===== src/rtl/prog_sequencer.sv =====
// rtl/prog_sequencer.sv - instruction-memory sequencer feeding DIN/Run to the mv/mvi/add/sub processor
module prog_sequencer #(
  parameter int AW  = 4,
  parameter int TMO = 7
) (
  input  logic          Clock,
  input  logic          Reset,
  input  logic          Start,
  input  logic          StepMode,
  input  logic          Step,
  input  logic          WrEn,
  input  logic [AW-1:0] WrAddr,
  input  logic [15:0]   WrData,
  input  logic          Done,
  output logic [15:0]   DIN,
  output logic          Run,
  output logic [AW-1:0] PC,
  output logic          Busy,
  output logic          Halted,
  output logic          Error,
  output logic [7:0]    InstrCount
);

  localparam int CW = $clog2(TMO + 1);

  typedef enum logic [2:0] {
    S_IDLE,
    S_FETCH,
    S_EXEC,
    S_PAUSE,
    S_HALTED,
    S_ERR
  } state_t;

  state_t          state_q, state_d;
  logic [AW-1:0]   pc_q, pc_d;
  logic [7:0]      icnt_q, icnt_d;
  logic [CW-1:0]   tmo_q, tmo_d;
  logic [15:0]     mem_q [0:(1<<AW)-1];

  logic [15:0]     cur_word;
  logic [AW-1:0]   pc_p1, pc_p2;
  logic            is_mvi, is_halt, busy;

  assign pc_p1    = pc_q + AW'(1);
  assign pc_p2    = pc_q + AW'(2);
  assign cur_word = mem_q[pc_q];
  assign is_mvi   = (cur_word[15:13] == 3'b001);
  assign is_halt  = (cur_word[15:13] == 3'b111);
  assign busy     = (state_q == S_FETCH) || (state_q == S_EXEC) || (state_q == S_PAUSE);

  // Program memory is only writable while the sequencer is not driving the processor.
  always_ff @(posedge Clock) begin
    if (WrEn && !busy) begin
      mem_q[WrAddr] <= WrData;
    end
  end

  always_comb begin
    state_d = state_q;
    pc_d    = pc_q;
    icnt_d  = icnt_q;
    tmo_d   = tmo_q;
    case (state_q)
      S_IDLE, S_HALTED: begin
        if (Start) begin
          state_d = S_FETCH;
          pc_d    = '0;
          icnt_d  = '0;
        end
      end
      S_FETCH: begin
        if (is_halt) begin
          state_d = S_HALTED;
        end else begin
          state_d = S_EXEC;
          tmo_d   = '0;
        end
      end
      S_EXEC: begin
        // Done on the same edge as the timeout limit still retires.
        if (Done) begin
          pc_d    = is_mvi ? pc_p2 : pc_p1;
          icnt_d  = (icnt_q == 8'hFF) ? icnt_q : icnt_q + 8'd1;
          state_d = StepMode ? S_PAUSE : S_FETCH;
        end else if (tmo_q == CW'(TMO - 1)) begin
          state_d = S_ERR;
        end else begin
          tmo_d = tmo_q + CW'(1);
        end
      end
      S_PAUSE: begin
        if (Step) begin
          state_d = S_FETCH;
        end
      end
      S_ERR:   state_d = S_ERR;
      default: state_d = S_IDLE;
    endcase
  end

  always_ff @(posedge Clock) begin
    if (Reset) begin
      state_q <= S_IDLE;
      pc_q    <= '0;
      icnt_q  <= '0;
      tmo_q   <= '0;
    end else begin
      state_q <= state_d;
      pc_q    <= pc_d;
      icnt_q  <= icnt_d;
      tmo_q   <= tmo_d;
    end
  end

  always_comb begin
    Run = 1'b0;
    DIN = 16'h0000;
    case (state_q)
      S_FETCH: begin
        if (!is_halt) begin
          Run = 1'b1;
          DIN = cur_word;
        end
      end
      S_EXEC: begin
        Run = 1'b1;
        DIN = is_mvi ? mem_q[pc_p1] : 16'h0000;
      end
      default: begin
        Run = 1'b0;
        DIN = 16'h0000;
      end
    endcase
  end

  assign PC         = pc_q;
  assign Busy       = busy;
  assign Halted     = (state_q == S_HALTED);
  assign Error      = (state_q == S_ERR);
  assign InstrCount = icnt_q;

endmodule


===== config.mk =====
export PLATFORM = sky130hd
export DESIGN_NAME = prog_sequencer
export DESIGN_NICKNAME = d
export VERILOG_FILES = /design/src/rtl/prog_sequencer.sv
export SDC_FILE = /design/constraint.sdc
export NUM_CORES = 1
export LEC_CHECK = 0
export BUFFER_PORTS_ARGS = -buffer_cell sky130_fd_sc_hd__buf_2
export CAP_MARGIN = 10
export CORE_UTILIZATION = 39
export CTS_BUF_LIST = sky130_fd_sc_hd__clkbuf_8
export DETAILED_ROUTE_END_ITERATION = 6
export PLACE_DENSITY_LB_ADDON = 0.15
export SYNTH_ARGS = -nofsm -noshare
export SYNTH_HDL_FRONTEND = slang
export SYNTH_SLANG_ARGS = --single-unit

===== constraint.sdc =====
create_clock -name Clock -period 6.2 [get_ports Clock]
set_input_delay 1.24 -clock Clock [delete_from_list [all_inputs] [get_ports Clock]]
set_output_delay 1.24 -clock Clock [all_outputs]
set_load 0.005 [all_outputs]

==> impl_metrics.toml <==
[routing]
wl_per_cell_um = 26.0
drc = 0
totalWireLength_um = 33900
drtIter0Drc = 483
antenna_left = 0
routed_via_density = 5.70
vias = 7443
first_pass_iters = 4

[critical_path]
cp.depth = 7
critical_path_buf_inv_count = 2
path_class = "reg -> out"
critPathMaxStageDelay_ns = 0.97
worst-r2r-cell-count = 7
path_max_fanout = 19
rrSetupSlack_ns = 2.85
cp_slowest_cell = "dfxtp_1"
critical_path_arrival_ns = 3.63
required_ns = 4.96
crit_chain = "nor2b_1 > nand2_1 > and3_1 > o31ai_4 > buf_4 > o22ai_2 > buf_2"
r2r-end = "tmo_q[0]"
critPathTopFamily = "flip-flops"
crit_path_start_kind = "flip-flop"
crit_path_end_kind = "output port"

[min_path]
holdCritStartpoint = "tmo_q[2]"
hold_depth = 2
hp-class = "reg -> reg"
min_to = "tmo_q[2]"

[floorplan]
fp.coreArea_um2 = 33400
fp.dieH_um = 186
io_pins = 59
fp.dieArea_um2 = 34600
rows = 67
start_util_pct = 39.5
die_w_um = 186

[cells_and_area]
fillers = 2831
diodes = 0
layout_commonest_cell = "edfxtp_1"
mostFrequentLayoutCells = "edfxtp_1 (256), mux4_2 (123), buf_2 (58)"
area_growth_pct = 13.4
postLayoutCoreUtil_pct = 44.8
final_net_count = 851
layout-drive-gt1-share_pct = 38.2
final_area_um2 = 15000

[sta]
fin_crit_ns = 4.87
setup_violations = 0
slew_violations = 0
fmax_mhz = 205
hold_viol = 0
rsz0062_at_grt = "no"
maxSlewHeadroom_pct = 26.2
period_share_pct = 78.6
worst_slew_pin_slew_ns = 1.11
clock_skew_ns = 0.0172
finalSetupTns_ns = 0

[clocking]
cts-hold-fix-buffers = 0
h-tree-depth = 2
cts.path.max_buffers = 3
clk_latency_ns = 0.58
post_cts_resized = 0
numCtsBuffers = 48
cts_root_buf = "clkbuf_8"
clk_pin_slew_ns = 0.05
cts_tree = "done"
clock-sinks = 278
post_cts_buffers = 0

[synthesis]
synth_seq_cells = 278
synth-edff-count = 256
avgSynthCellArea_um2 = 17.8
async_flop_share_pct = 0
yosysWarnings = 0
netlist_instances = 741
syn_nets = 773
synth_cell_types = 52
ys_seq_area_share_pct = 61.5
ys.flop_type = "edfxtp_1"
syn-cell-area_um2 = 13200

[grt]
grt_max_degree = 69
grt_pass1_wl_um = 50000
antenna_found_initial = 0
grt_use_total_pct = 20.2
grt_pass1_vias = 8040
gr-total-overflow = 0

[pwr]
combPwrFrac_pct = 18.7
netSwitchingPower_mw = 1.22
seq_power_share_pct = 47.9
p_int_mw = 3.28
p_sw_share_pct = 27.1
pwr-share-clk_pct = 33.4
p_per_area_nw_per_um2 = 300
vdd_drop_max_v = 0.000141
power_mw = 4.50
p_leak_nw = 4.86

[placement]
post-dp-hpwl_um = 20200
placed_area_um2 = 14100
io_buffer_count = 58
gp_congestion = 0.769

[outcome]
status = "completed"

[run]
maxCapViolCount = 0
-- layout make-up --
cell class / count / area (µm²) / share of cell area (%)
multi-input combinational: 409 / 4970 / 33.1
inverter: 5 / 18.8 / 0.125
clock inverter: 37 / 163 / 1.08
sequential: 278 / 8140 / 54.3
clock buffer: 51 / 702 / 4.68
tap: 448 / 561 / 3.74
timing repair buffer: 77 / 445 / 2.97
-- stage by stage --
stage / std cells / worst slack, ns / hold slack, ns
final: 1305 / 1.33 / 0.545
after global routing: 1305 / 1.09 / 0.579
after CTS: 1305 / 1.27 / 0.545
after detailed placement: 1217 / 1.90 / 0.531
after global placement: 1217 / 1.88 / 0.511
after floorplan: 741 / 2.47 / 0.501
-- sequential cells by signal, indices dropped and copies added, names as in the netlist, named ones only --
register,flops
mem_q,256
state_q,3
InstrCount,8
tmo_q,3
PC,4
-- cells in the mapped netlist, drive strengths merged (2+ instances only) --
cell	count	share of area (%)
xor2	3	0.20
a21o	3	0.17
o21ai	21	0.79
nor2b	6	0.28
inv	5	0.14
and3	2	0.13
a22oi	3	0.17
o22ai	17	1.2
mux4	128	22
clkbuf	27	0.77
nand4	2	0.14
nand2	37	1.1
nand3	6	0.23
edfxtp	256	58
a21oi	21	0.79
mux2	31	2.6
xnor2	3	0.20
nor2	44	1.2
o211ai	2	0.11
ha	5	0.47
nand3b	5	0.28
nor3	10	0.38
buf	22	0.90
or3	4	0.19
dfxtp	22	3.3
mux2i	31	2.3
a31oi	3	0.14
nor3b	2	0.20
a311oi	2	0.13
nand2b	4	0.19
-- routing by layer --
layer / wire length [µm] / GRT usage (%)
met5: 0 / 0
met4: 942 / 7.21
met3: 1480 / 3.19
met2: 18200 / 37.2
met1: 13300 / 23.9
-- cell families after synthesis --
kind of cell | share of synthesized area (%)
xor gates and xnor gates | 0.398
and+or+nand+nor | 4.74
muxes | 26.9
DFF | 61.5
buffers and inverters | 1.81
AOI/OAI and AO/OA | 4.17
adders and majority gates | 0.473
-- worst register-to-register path, stage by stage, from the launching register on --
cell	delay, ns
dfxtp_1	0.97
nor2b_1	0.41
nand2_1	0.08
and3_1	0.26
o31ai_4	0.70
buf_4	0.39
a21boi_1	0.15
mux2_2	0.29
-- power by group through the flow --
stage | Combinational [mW] | Clock [mW] | Sequential, mW
after floorplan | 0.657 | 0 | 2.14
after global placement | 0.842 | 0 | 2.19
after detailed placement | 0.854 | 0 | 2.20
after CTS | 0.855 | 1.54 | 2.16
after global routing | 0.905 | 1.62 | 2.16
final | 0.841 | 1.50 | 2.16
-- worst max-delay path by stage --
stage                          to
after floorplan           DIN[14]
after global placement    DIN[13]
after detailed placement  DIN[10]
after CTS                 DIN[10]
after global routing       DIN[9]
final                      DIN[2]
Note: power is estimated with default switching activity, not from simulation.
